File: config.mk
export PLATFORM = sky130hd
export DESIGN_NAME = e203_exu_eai_mch_flat
export DESIGN_NICKNAME = d
export VERILOG_FILES = /design/src/rtl/e203_exu_eai_mch_pkg.sv /design/src/rtl/e203_exu_eai_mch_if.sv /design/src/rtl/e203_exu_eai_mch_fifo.sv /design/src/rtl/e203_exu_eai_mch.sv /design/src/flat_wrapper.sv
export SDC_FILE = /design/constraint.sdc
export NUM_CORES = 1
export LEC_CHECK = 0
export BUFFER_PORTS_ARGS = -buffer_cell sky130_fd_sc_hd__buf_2
export CAP_MARGIN = 20
export CORE_ASPECT_RATIO = 1.25
export CORE_UTILIZATION = 40
export DETAILED_ROUTE_END_ITERATION = 12
export GPL_ROUTABILITY_DRIVEN = 1
export HOLD_SLACK_MARGIN = 0.05
export PLACE_DENSITY = 0.87
export SYNTH_ARGS = -nofsm -noshare
export SYNTH_HDL_FRONTEND = slang
export SYNTH_SLANG_ARGS = --single-unit
File: constraint.sdc
create_clock -name clk -period 2.4 [get_ports clk]
set_clock_uncertainty 0.15 [all_clocks]
set_input_delay 0.12 -clock clk [delete_from_list [all_inputs] [get_ports clk]]
set_output_delay 0.12 -clock clk [all_outputs]
set_load 0.005 [all_outputs]
File: src/rtl/e203_exu_eai_mch_pkg.sv
// Shared constants and helpers for the EAI multi-channel dispatcher.
package e203_exu_eai_mch_pkg;

  localparam int unsigned E203_XLEN       = 32;
  localparam int unsigned E203_ITAG_WIDTH = 4;

  // Custom-0..3 opcodes differ only in instr[6:5], which doubles as the channel index.
  localparam int unsigned EAI_SEL_LSB = 5;
  localparam int unsigned EAI_SEL_W   = 2;

  localparam int unsigned EAI_CH_MIN = 1;
  localparam int unsigned EAI_CH_MAX = 4;
  localparam int unsigned EAI_DP_MIN = 2;
  localparam int unsigned EAI_DP_MAX = 8;

  typedef logic [EAI_SEL_W-1:0] eai_sel_t;

  function automatic eai_sel_t eai_sel(input logic [E203_XLEN-1:0] instr);
    return instr[EAI_SEL_LSB +: EAI_SEL_W];
  endfunction

endpackage

File: src/rtl/e203_exu_eai_mch_if.sv
// Dispatch, commit, writeback and per-channel accelerator signals of the EAI dispatcher.
interface e203_exu_eai_mch_if
  import e203_exu_eai_mch_pkg::*;
#(
  parameter int unsigned CH   = 2,
  parameter int unsigned ITW  = E203_ITAG_WIDTH,
  parameter int unsigned XLEN = E203_XLEN
);
  logic            eai_i_xs_off;
  logic            eai_i_valid;
  logic            eai_i_ready;
  logic [XLEN-1:0] eai_i_instr;
  logic [XLEN-1:0] eai_i_rs1;
  logic [XLEN-1:0] eai_i_rs2;
  logic [ITW-1:0]  eai_i_itag;

  logic            eai_o_valid;
  logic            eai_o_ready;
  logic            eai_o_longpipe;
  logic            eai_o_illegal;

  logic            eai_o_itag_valid;
  logic            eai_o_itag_ready;
  logic [ITW-1:0]  eai_o_itag;
  logic [1:0]      eai_o_itag_ch;

  logic [CH-1:0]   eai_req_valid;
  logic [CH-1:0]   eai_req_ready;
  logic [XLEN-1:0] eai_req_instr;
  logic [XLEN-1:0] eai_req_rs1;
  logic [XLEN-1:0] eai_req_rs2;
  logic [CH-1:0]   eai_rsp_valid;
  logic [CH-1:0]   eai_rsp_ready;
  logic [CH-1:0]   eai_busy;

  modport slave (
    input  eai_i_xs_off, eai_i_valid, eai_i_instr, eai_i_rs1, eai_i_rs2, eai_i_itag,
    output eai_i_ready,
    output eai_o_valid, eai_o_longpipe, eai_o_illegal,
    input  eai_o_ready,
    output eai_o_itag_valid, eai_o_itag, eai_o_itag_ch,
    input  eai_o_itag_ready,
    output eai_req_valid, eai_req_instr, eai_req_rs1, eai_req_rs2,
    input  eai_req_ready,
    input  eai_rsp_valid,
    output eai_rsp_ready, eai_busy
  );

  modport master (
    output eai_i_xs_off, eai_i_valid, eai_i_instr, eai_i_rs1, eai_i_rs2, eai_i_itag,
    input  eai_i_ready,
    input  eai_o_valid, eai_o_longpipe, eai_o_illegal,
    output eai_o_ready,
    input  eai_o_itag_valid, eai_o_itag, eai_o_itag_ch,
    output eai_o_itag_ready,
    input  eai_req_valid, eai_req_instr, eai_req_rs1, eai_req_rs2,
    output eai_req_ready,
    output eai_rsp_valid,
    input  eai_rsp_ready, eai_busy
  );
endinterface

File: src/rtl/e203_exu_eai_mch_fifo.sv
// Generic valid/ready FIFO; with CUT_READY set, a full FIFO refuses input even while popping.
module sirv_gnrl_fifo #(
  parameter int unsigned CUT_READY = 1,
  parameter int unsigned DP        = 4,
  parameter int unsigned DW        = 4
) (
  input  logic          clk,
  input  logic          rst_n,
  input  logic          i_vld,
  output logic          i_rdy,
  input  logic [DW-1:0] i_dat,
  output logic          o_vld,
  input  logic          o_rdy,
  output logic [DW-1:0] o_dat
);
  localparam int unsigned AW = $clog2(DP);

  logic [DW-1:0] mem_q [DP];
  logic [DW-1:0] mem_d [DP];
  logic [AW:0]   wptr_q, wptr_d;
  logic [AW:0]   rptr_q, rptr_d;
  logic          full, empty, push, pop;

  // Pointers carry one extra wrap bit to tell full from empty.
  assign empty = (wptr_q == rptr_q);
  assign full  = (wptr_q[AW] != rptr_q[AW]) && (wptr_q[AW-1:0] == rptr_q[AW-1:0]);

  assign i_rdy = (CUT_READY != 0) ? ~full : (~full | o_rdy);
  assign o_vld = ~empty;
  assign o_dat = mem_q[rptr_q[AW-1:0]];
  assign push  = i_vld & i_rdy;
  assign pop   = o_vld & o_rdy;

  always_comb begin
    mem_d  = mem_q;
    wptr_d = wptr_q;
    rptr_d = rptr_q;
    if (push) begin
      mem_d[wptr_q[AW-1:0]] = i_dat;
      wptr_d = wptr_q + (AW+1)'(1);
    end
    if (pop) begin
      rptr_d = rptr_q + (AW+1)'(1);
    end
  end

  always_ff @(posedge clk or negedge rst_n) begin
    if (!rst_n) begin
      wptr_q <= '0;
      rptr_q <= '0;
      for (int unsigned i = 0; i < DP; i++) mem_q[i] <= '0;
    end else begin
      wptr_q <= wptr_d;
      rptr_q <= rptr_d;
      mem_q  <= mem_d;
    end
  end
endmodule

File: src/rtl/e203_exu_eai_mch.sv
// EAI multi-channel dispatcher: routes custom instructions to accelerator channels and
// returns their itags in order per channel through a round-robin writeback arbiter.
module e203_exu_eai_mch
  import e203_exu_eai_mch_pkg::*;
#(
  parameter int unsigned CH  = 2,
  parameter int unsigned DP  = 4,
  parameter int unsigned ITW = E203_ITAG_WIDTH
) (
  input  logic                  clk,
  input  logic                  rst_n,
  e203_exu_eai_mch_if.slave     bus
);
  eai_sel_t       sel;
  logic           legal, bypass;
  logic           sel_fifo_rdy, sel_req_ready;
  logic [CH-1:0]  req_valid, push, cand, gnt_oh;
  logic [CH-1:0]  fifo_rdy, fifo_vld;
  logic [ITW-1:0] fifo_dat [CH];
  logic [ITW-1:0] itag_mux;
  logic [1:0]     rr_q, rr_d, gnt_idx;
  logic           gnt_any, gnt_found;
  int unsigned    rr_idx;

  assign sel    = eai_sel(bus.eai_i_instr);
  assign legal  = (32'(sel) < CH);
  assign bypass = bus.eai_i_xs_off | ~legal;

  always_comb begin
    sel_fifo_rdy  = 1'b0;
    sel_req_ready = 1'b0;
    req_valid     = '0;
    for (int unsigned c = 0; c < CH; c++) begin
      if (sel == 2'(c)) begin
        sel_fifo_rdy  = fifo_rdy[c];
        sel_req_ready = bus.eai_req_ready[c];
        req_valid[c]  = ~bypass & bus.eai_i_valid & bus.eai_o_ready & fifo_rdy[c];
      end
    end
  end

  assign bus.eai_req_valid  = req_valid;
  assign bus.eai_req_instr  = bus.eai_i_instr;
  assign bus.eai_req_rs1    = bus.eai_i_rs1;
  assign bus.eai_req_rs2    = bus.eai_i_rs2;
  assign bus.eai_o_valid    = bypass ? bus.eai_i_valid
                                     : (bus.eai_i_valid & sel_req_ready & sel_fifo_rdy);
  assign bus.eai_i_ready    = bypass ? bus.eai_o_ready
                                     : (bus.eai_o_ready & sel_req_ready & sel_fifo_rdy);
  assign bus.eai_o_longpipe = ~bypass;
  assign bus.eai_o_illegal  = ~legal & ~bus.eai_i_xs_off;

  assign push = req_valid & bus.eai_req_ready;
  assign cand = bus.eai_rsp_valid & fifo_vld;

  // Search starts one past the last granted channel and wraps.
  always_comb begin
    gnt_found = 1'b0;
    gnt_idx   = '0;
    rr_idx    = 0;
    for (int unsigned k = 1; k <= CH; k++) begin
      rr_idx = (32'(rr_q) + k) % CH;
      if (!gnt_found && cand[rr_idx]) begin
        gnt_found = 1'b1;
        gnt_idx   = 2'(rr_idx);
      end
    end
  end

  always_comb begin
    gnt_oh   = '0;
    itag_mux = fifo_dat[0];
    for (int unsigned c = 0; c < CH; c++) begin
      gnt_oh[c] = cand[c] & (gnt_idx == 2'(c));
      if (gnt_idx == 2'(c)) itag_mux = fifo_dat[c];
    end
  end

  assign gnt_any              = |cand;
  assign bus.eai_o_itag_valid = gnt_any;
  assign bus.eai_o_itag       = itag_mux;
  assign bus.eai_o_itag_ch    = gnt_idx;
  assign bus.eai_rsp_ready    = gnt_oh & {CH{bus.eai_o_itag_ready}};
  assign bus.eai_busy         = fifo_vld;

  assign rr_d = (bus.eai_o_itag_ready & gnt_any) ? gnt_idx : rr_q;

  always_ff @(posedge clk or negedge rst_n) begin
    if (!rst_n) rr_q <= 2'(CH-1);
    else        rr_q <= rr_d;
  end

  for (genvar c = 0; c < CH; c++) begin : g_ch
    sirv_gnrl_fifo #(
      .CUT_READY (1),
      .DP        (DP),
      .DW        (ITW)
    ) u_fifo (
      .clk   (clk),
      .rst_n (rst_n),
      .i_vld (push[c]),
      .i_rdy (fifo_rdy[c]),
      .i_dat (bus.eai_i_itag),
      .o_vld (fifo_vld[c]),
      .o_rdy (bus.eai_rsp_ready[c]),
      .o_dat (fifo_dat[c])
    );
  end
endmodule

File: src/flat_wrapper.sv
// flat-port wrapper written by rule: the top's interface ports become plain ports
module e203_exu_eai_mch_flat import e203_exu_eai_mch_pkg::*;
#(
  parameter int unsigned CH  = 2,
  parameter int unsigned DP  = 4,
  parameter int unsigned ITW = E203_ITAG_WIDTH
)
  (clk, rst_n, bus_eai_i_xs_off, bus_eai_i_valid, bus_eai_i_instr, bus_eai_i_rs1, bus_eai_i_rs2, bus_eai_i_itag, bus_eai_i_ready, bus_eai_o_valid, bus_eai_o_longpipe, bus_eai_o_illegal, bus_eai_o_ready, bus_eai_o_itag_valid, bus_eai_o_itag, bus_eai_o_itag_ch, bus_eai_o_itag_ready, bus_eai_req_valid, bus_eai_req_instr, bus_eai_req_rs1, bus_eai_req_rs2, bus_eai_req_ready, bus_eai_rsp_valid, bus_eai_rsp_ready, bus_eai_busy);
  e203_exu_eai_mch_if #(.CH(CH), .ITW(ITW), .XLEN(32)) bus_i ();
  input  logic clk;
  input  logic rst_n;
  input wire logic [$bits(bus_i.eai_i_xs_off)-1:0] bus_eai_i_xs_off;
  input wire logic [$bits(bus_i.eai_i_valid)-1:0] bus_eai_i_valid;
  input wire logic [$bits(bus_i.eai_i_instr)-1:0] bus_eai_i_instr;
  input wire logic [$bits(bus_i.eai_i_rs1)-1:0] bus_eai_i_rs1;
  input wire logic [$bits(bus_i.eai_i_rs2)-1:0] bus_eai_i_rs2;
  input wire logic [$bits(bus_i.eai_i_itag)-1:0] bus_eai_i_itag;
  output wire logic [$bits(bus_i.eai_i_ready)-1:0] bus_eai_i_ready;
  output wire logic [$bits(bus_i.eai_o_valid)-1:0] bus_eai_o_valid;
  output wire logic [$bits(bus_i.eai_o_longpipe)-1:0] bus_eai_o_longpipe;
  output wire logic [$bits(bus_i.eai_o_illegal)-1:0] bus_eai_o_illegal;
  input wire logic [$bits(bus_i.eai_o_ready)-1:0] bus_eai_o_ready;
  output wire logic [$bits(bus_i.eai_o_itag_valid)-1:0] bus_eai_o_itag_valid;
  output wire logic [$bits(bus_i.eai_o_itag)-1:0] bus_eai_o_itag;
  output wire logic [$bits(bus_i.eai_o_itag_ch)-1:0] bus_eai_o_itag_ch;
  input wire logic [$bits(bus_i.eai_o_itag_ready)-1:0] bus_eai_o_itag_ready;
  output wire logic [$bits(bus_i.eai_req_valid)-1:0] bus_eai_req_valid;
  output wire logic [$bits(bus_i.eai_req_instr)-1:0] bus_eai_req_instr;
  output wire logic [$bits(bus_i.eai_req_rs1)-1:0] bus_eai_req_rs1;
  output wire logic [$bits(bus_i.eai_req_rs2)-1:0] bus_eai_req_rs2;
  input wire logic [$bits(bus_i.eai_req_ready)-1:0] bus_eai_req_ready;
  input wire logic [$bits(bus_i.eai_rsp_valid)-1:0] bus_eai_rsp_valid;
  output wire logic [$bits(bus_i.eai_rsp_ready)-1:0] bus_eai_rsp_ready;
  output wire logic [$bits(bus_i.eai_busy)-1:0] bus_eai_busy;
  assign bus_i.eai_i_xs_off = bus_eai_i_xs_off;
  assign bus_i.eai_i_valid = bus_eai_i_valid;
  assign bus_i.eai_i_instr = bus_eai_i_instr;
  assign bus_i.eai_i_rs1 = bus_eai_i_rs1;
  assign bus_i.eai_i_rs2 = bus_eai_i_rs2;
  assign bus_i.eai_i_itag = bus_eai_i_itag;
  assign bus_eai_i_ready = bus_i.eai_i_ready;
  assign bus_eai_o_valid = bus_i.eai_o_valid;
  assign bus_eai_o_longpipe = bus_i.eai_o_longpipe;
  assign bus_eai_o_illegal = bus_i.eai_o_illegal;
  assign bus_i.eai_o_ready = bus_eai_o_ready;
  assign bus_eai_o_itag_valid = bus_i.eai_o_itag_valid;
  assign bus_eai_o_itag = bus_i.eai_o_itag;
  assign bus_eai_o_itag_ch = bus_i.eai_o_itag_ch;
  assign bus_i.eai_o_itag_ready = bus_eai_o_itag_ready;
  assign bus_eai_req_valid = bus_i.eai_req_valid;
  assign bus_eai_req_instr = bus_i.eai_req_instr;
  assign bus_eai_req_rs1 = bus_i.eai_req_rs1;
  assign bus_eai_req_rs2 = bus_i.eai_req_rs2;
  assign bus_i.eai_req_ready = bus_eai_req_ready;
  assign bus_i.eai_rsp_valid = bus_eai_rsp_valid;
  assign bus_eai_rsp_ready = bus_i.eai_rsp_ready;
  assign bus_eai_busy = bus_i.eai_busy;
  e203_exu_eai_mch #(.CH(CH), .DP(DP), .ITW(ITW)) u_core (.clk(clk), .rst_n(rst_n), .bus(bus_i));
endmodule
==> reports/qor.csv, run 1 <==
metric;value;unit
status;complete, no violations;
CTS tree;yes;
Final Hold Vio Count;0;
initial antenna violation count;0;
Final Cycle Share;95.1;%
FF-to-FF path depth;5;
Chip Height;104;um
max_cap viols;0;
Worst Setup SP;u_core.g_ch[0].u_fifo.rptr_q[1];
Setup TNS Final;0;ps
drt first pass iters;4;
#FFs+latches synth;45;
routed len/inst;26.4;um
RSZ-0062 raised after global routing;no;
layout cells sized above 1;39.9;%
final non-filler cell total;313;
Finish-stage setup viols;0;
number of diodes;0;
Initial Utilization;42.0;%
DP Cell Count;293;
Worst slew margin;33.7;%
Primary FF master, synth;dfrtp_1;
area delta synth->final;-10.2;%
depth of the worst hold-timing path;3;
Endpoint, Worst Hold;u_core.g_ch[1].u_fifo.wptr_q[0];
root buffer cell;clkbuf_8;
placed instance area;2770;um^2
worst r2r src;u_core.g_ch[0].u_fifo.wptr_q[0];
Post-synth EDFFs;0;
post-route ant nets;0;
DR vias/cell;5.41;
# DRC;0;
Layout Nets;337;
H-tree depth;2;
final instance area;2990;um^2
Site Rows;36;
synthesized area;3330;um^2
Mean Syn Cell Area;12.2;um^2
max-slew violations;0;
clk slew on worst S/H paths;90;ps
Die X;83.6;um
core area;7930;um^2
GRT Total Usage;18.9;%
Syn Nets;394;
CTS sink cnt;45;
Hold Path Class;in -> reg;
async set-reset flop share out of synthesis;100;%
HPWL Detailed;6.78;mm
crit end category;output port;
routed vias;1694;
first-pass GRT wire length;12.0;mm
DRT iter0 DRCs;18;
Peak VDD IR;0.431;mV
Startpoint Class;flop;
power per cell area;909;nW/um^2
Critical Setup Path Class;reg -> out;
YS warnings;0;
total grt overflow;0;
post-synth cell types;38;
Total Wirelength;8.28;mm
largest net degree at the start of global routing;46;
Max Buffers Root-to-Sink;2;
RePlAce Congestion;0.868;
CP required;2130;ps
die area;8690;um^2
I/O Buffers;33;
number of global-route vias before repair;1819;
fmax;438;MHz
Slew @ Worst Pin;995;ps
# IOs;223;
Post-Synthesis Cells;274;
Crit Reg-Reg Endpoint;u_core.g_ch[0].u_fifo.mem_q[0];
crit path DAT;2010;ps
post-route minimum period;2280;ps
cts bufs inserted;5;
sequential-to-total area share from yosys stat;33.9;%
leakage;0.00145;uW
clk_lat worst skew;300;ps
hold path start;bus_eai_req_ready[1];
R2R Setup Slk;220;ps
worst-path fanout max;7;
per-layer routing:
layer | GRT usage, % | share of wire (%)
met1 | 16.5 | 29
met2 | 29.2 | 46
met3 | 18.4 | 21
met4 | 7.99 | 3.1
met5 | 0 | 0
layout by cell type, fill, tap and decap left out, types with 2 or more instances in the layout:
cell type,netlist,final
mux4_2,5,5
a31oi_1,3,2
nand2_1,3,3
xnor2_2,2,2
inv_1,7,7
dlygate4sd3_1,0,9
xnor2_1,6,6
clkbuf_8,0,5
mux4_1,3,3
and3_4,4,4
nor2b_1,3,3
ha_1,10,10
buf_2,0,33
dfrtp_1,44,42
xor2_2,1,2
mux2_4,19,19
buf_4,105,5
mux2_1,21,21
dfrtp_2,0,2
clkinvlp_4,0,2
and3_1,5,5
xor2_1,7,6
final cells by class:
type,count,area (um^2)
fill,730,4940
multi-input combinational,111,1330
sequential,45,1130
timing repair buffer,47,293
tap,95,119
clock buffer,6,72.6
inverter,7,26.3
clock inverter,2,15.0
logic make-up (layout without fill, tap and decap cells):
family	after synthesis	count (layout)	share of synthesized area, %
buffers and inverters	118	62	26.5
muxes	48	48	21.4
DFF	45	45	33.9
and+or+nand+nor	26	26	5.60
xor gates and xnor gates	16	16	4.89
adders and majority gates	10	10	3.76
AOI/OAI and AO/OA	10	10	3.87
other	1	1	0.113
cell usage after synthesis, types with 2 or more instances:
library cell	count	area, um^2
mux4_2	5	113
ha_1	10	125
mux4_1	3	78.8
buf_4	105	788
xnor2_1	6	52.6
nor2b_1	3	18.8
and3_4	4	45.0
mux2_1	21	236
and3_1	5	31.3
dfrtp_1	44	1100
buf_6	6	67.6
a31oi_1	3	18.8
mux2_4	19	285
nand2_1	3	11.3
xor2_1	7	61.3
inv_1	7	26.3
xnor2_2	2	32.5
stage by stage:
| stage | hold WS, ps | util, % | power, uW | setup slack [ps] |
|---|---|---|---|---|
| 6_report | 57.7 | 37.7 | 2720 | 117 |
| 5_1_grt | 74.4 | 37.7 | 2880 | 12.2 |
| 4_1_cts | 50.5 | 37.1 | 2650 | 0.191 |
| 3_5_place_dp | 90.0 | 35.0 | 2150 | 289 |
| 3_3_place_gp | 90.0 | 35.0 | 2080 | 377 |
| 2_1_floorplan | -326 | - | 2000 | 432 |
worst max-delay path, stage by stage, from the launching register on:
cell	delay (ps)
dfrtp_2	490
xnor2_2	260
a31oi_2	180
nor2_2	290
mux2_1	360
buf_2	130
state kept, by name, indices dropped and copies added, names as in the netlist:
signal	cells
u_core.g_ch.u_fifo.mem_q	32
u_core.g_ch.u_fifo.rptr_q	6
u_core.g_ch.u_fifo.wptr_q	6
u_core.rr_q	1
timing repair:
action / 4_1_cts / 5_1_grt
pin swaps: 1 / 4
setup endpoints to repair: 4 / 4
hold buffers: 8 / 1
endpoints found under the hold margin: 71 / 1
resized for setup: 0 / 4
buffers inserted: 0 / 3
worst max-delay path by stage:
| stage | to | slack [ps] | cells after the start |
|---|---|---|---|
| global placement | u_core.g_ch[0].u_fifo.mem_q[0] | 380 | 4 |
| global route | bus_eai_o_itag[0] | 10 | 5 |
| CTS | bus_eai_o_itag[2] | 0.2 | 5 |
| detailed placement | u_core.g_ch[0].u_fifo.mem_q[0] | 290 | 4 |
| finish | bus_eai_o_itag[2] | 120 | 5 |
| floorplan | u_core.g_ch[0].u_fifo.mem_q[0] | 430 | 6 |
where the power goes:
part | total (uW) | switching (uW) | internal (uW)
clock network | 473 | 268 | 205
registers | 1150 | 210 | 936
logic | 1100 | 532 | 567
Note: power is estimated with default switching activity, not from simulation.
==> inputs of run 2 (changes only) <==
- REMOVE_ABC_BUFFERS: not set -> 1
==> reports/qor.csv, run 2 (synthesis gave the netlist of run 1 again) <==
metric;value;unit;change
leakage;0.00148;uW;+1.8%
max-slew violations;0;;unchanged
met2 usage;66.7;%;+38 points
Net Sw Frac;36.0;%;-1.2 points
commonest non-fill, non-tap cell in the layout;dfrtp_1;;
largest net degree at the start of global routing;46;;unchanged
Tot Pwr;2680;uW;-1.5%
RePlAce Congestion;1.25;;+44%
crit path DAT;2020;ps;about the same
Initial Utilization;42.0;%;unchanged
core area;7930;um^2;unchanged
R2R Setup Slk;150;ps;-70 ps
clk slew on worst S/H paths;80;ps;about the same
layout cells sized above 1;38.3;%;-1.6 points
Site Rows;36;;unchanged
drt first pass iters;4;;unchanged
post-route ant nets;0;;unchanged
routed len/inst;49.1;um;+85%
H-tree depth;2;;unchanged
worst-path fanout max;5;;-2
DP Cell Count;293;;unchanged
number of diodes;0;;unchanged
post-route minimum period;2290;ps;+2.73 ps
Die X;83.6;um;unchanged
routed vias;1850;;+9.2%
Regs by FF count;u_core.g_ch.u_fifo.mem_q: 32 flops, u_core.g_ch.u_fifo.rptr_q: 6 flops, u_core.g_ch.u_fifo.wptr_q: 6 flops;;
Logic pwr share;40.6;%;+0.2 points
HPWL Detailed;14.0;mm;+110%
crit end category;output port;;
GR peak layer;met2;;
DR vias/cell;5.84;;+7.8%
clock share of power;17.0;%;-0.4 points
total grt overflow;0;;unchanged
fin util;38.2;%;+0.47 points
area delta synth->final;-9.09;%;
Final Cycle Share;95.3;%;+0.11 points
Hold Path Class;in -> out;;
Peak VDD IR;0.869;mV;+100%
# IOs;223;;unchanged
Largest Register;u_core.g_ch.u_fifo.mem_q;;
CP required;2130;ps;about the same
Layout Nets;341;;+1.2%
max_cap viols;0;;unchanged
Critical Setup Path Class;reg -> out;;
RSZ-0062 raised after global routing;no;;
Largest register FFs;32;;unchanged
P_int;1710;uW;+0.34%
status;complete, no violations;;
Seq pwr share;42.4;%;+0.3 points
cts bufs inserted;5;;unchanged
M1 GR Usage;14.1;%;-2.3 points
# DRC;0;;unchanged
root buffer cell;clkbuf_8;;
die area;8690;um^2;unchanged
power per cell area;884;nW/um^2;-2.7%
CTS sink cnt;45;;unchanged
CTS tree;yes;;
I/O Buffers;33;;unchanged
most frequent cells in the layout;44 x dfrtp_1, 33 x buf_2, 21 x mux2_1;;
fmax;437;MHz;-0.12%
DRT iter0 DRCs;53;;+35
critical path, cell by cell;xnor2_2 > a31oi_2 > nor2_2 > buf_4 > mux2_1 > buf_2;;
first-pass GRT wire length;19.7;mm;+64%
Startpoint Class;flop;;
Max Buffers Root-to-Sink;2;;unchanged
Chip Height;104;um;unchanged
final non-filler cell total;317;;+1.3%
number of global-route vias before repair;1926;;+5.9%
GR Util met3;39.4;%;+21 points
GRT Total Usage;35.7;%;+17 points
fillers;739;;+1.2%
Finish-stage setup viols;0;;unchanged
clk_lat worst skew;290;ps;about the same
Psw;963;uW;-4.7%
initial antenna violation count;0;;unchanged
Setup TNS Final;0;ps;unchanged
Total Wirelength;15.5;mm;+88%
Slowest-stage cell, CP;dfrtp_1;;
CP peak stage delay;460;ps;-30 ps
Final Hold Vio Count;0;;unchanged
-- run 2: changes by cell type in the layout (fill, tap and decap cells not counted) --
cell,delta
clkbuf_1,+2
clkinvlp_4,-2
dfrtp_1,+2
dfrtp_2,-2
dlygate4sd3_1,+2
buf_12,+1
buf_4,+1
-- run 2: power by group through the flow --
stage	Sequential (uW)	Clock [uW]	Combinational [uW]
4_1_cts	1130	464	1030
6_report	1130	454	1090
3_3_place_gp	1130	0	934
3_5_place_dp	1140	0	976
5_1_grt	1160	491	1180
2_1_floorplan	1130	0	667
-- run 2: path summary, 6_finish.rpt --
check | start | endpoint | depth (start not counted)
setup / recovery | u_core.g_ch[0].u_fifo.wptr_q[0] | bus_eai_o_itag[1] | 6
hold / removal | bus_eai_i_rs1[0] | bus_eai_req_rs1[0] | 0
setup reg to reg | u_core.g_ch[0].u_fifo.rptr_q[1] | u_core.g_ch[0].u_fifo.mem_q[0] | 5
hold reg to reg | u_core.g_ch[0].u_fifo.mem_q[11] | u_core.g_ch[0].u_fifo.mem_q[11] | 1
max in group asynchronous | rst_n | u_core.rr_q[0] | 4
min in group asynchronous | rst_n | u_core.g_ch[0].u_fifo.wptr_q[0] | 3
-- run 2: metal layers --
metal,vias up,wire [um],share of wire (%)
met4,0,1190,7.6
met5,-,0,0
met2,177,8470,54
li1,717,-,-
met1,911,2250,14
met3,45,3640,23
-- run 2: cell type report --
type | count | area (um^2) | share of cell area (%)
multi-input cells | 111 | 1330 | 44.1
flip-flops and latches | 45 | 1130 | 37.2
repair buffers | 51 | 340 | 11.2
well taps | 95 | 119 | 3.93
clock buffers | 8 | 80.1 | 2.65
inverters | 7 | 26.3 | 0.868
-- run 2: timing repair --
item / 4_1_cts / 5_1_grt
hold endpoints to repair: 79 / 2
pin swaps: 2 / 2
hold buffers: 10 / 1
setup buffers: 2 / 2
setup endpoints to repair: 4 / 4
cloned: 0 / 0
gates resized for setup: 1 / 1
-- run 2: critical path, delay by kind of cell, from the launching register on --
| kind | cells | cell delay [ps] |
|---|---|---|
| xor+xnor | 1 | 330 |
| buf+inv | 2 | 290 |
| mux | 1 | 340 |
| flops | 1 | 460 |
| compound gates | 1 | 180 |
| simple gates | 1 | 110 |
-- run 2: per-stage QoR --
stage | hold slack [ps] | cell area (um^2) | setup slack [ps]
6_report | 90.4 | 3030 | 114
5_1_grt | 90.2 | 3030 | 13.9
3_5_place_dp | 90.9 | 2770 | 316
2_1_floorplan | -326 | 2470 | 396
3_3_place_gp | 90.9 | 2770 | 381
4_1_cts | 90.9 | 2980 | 26.8
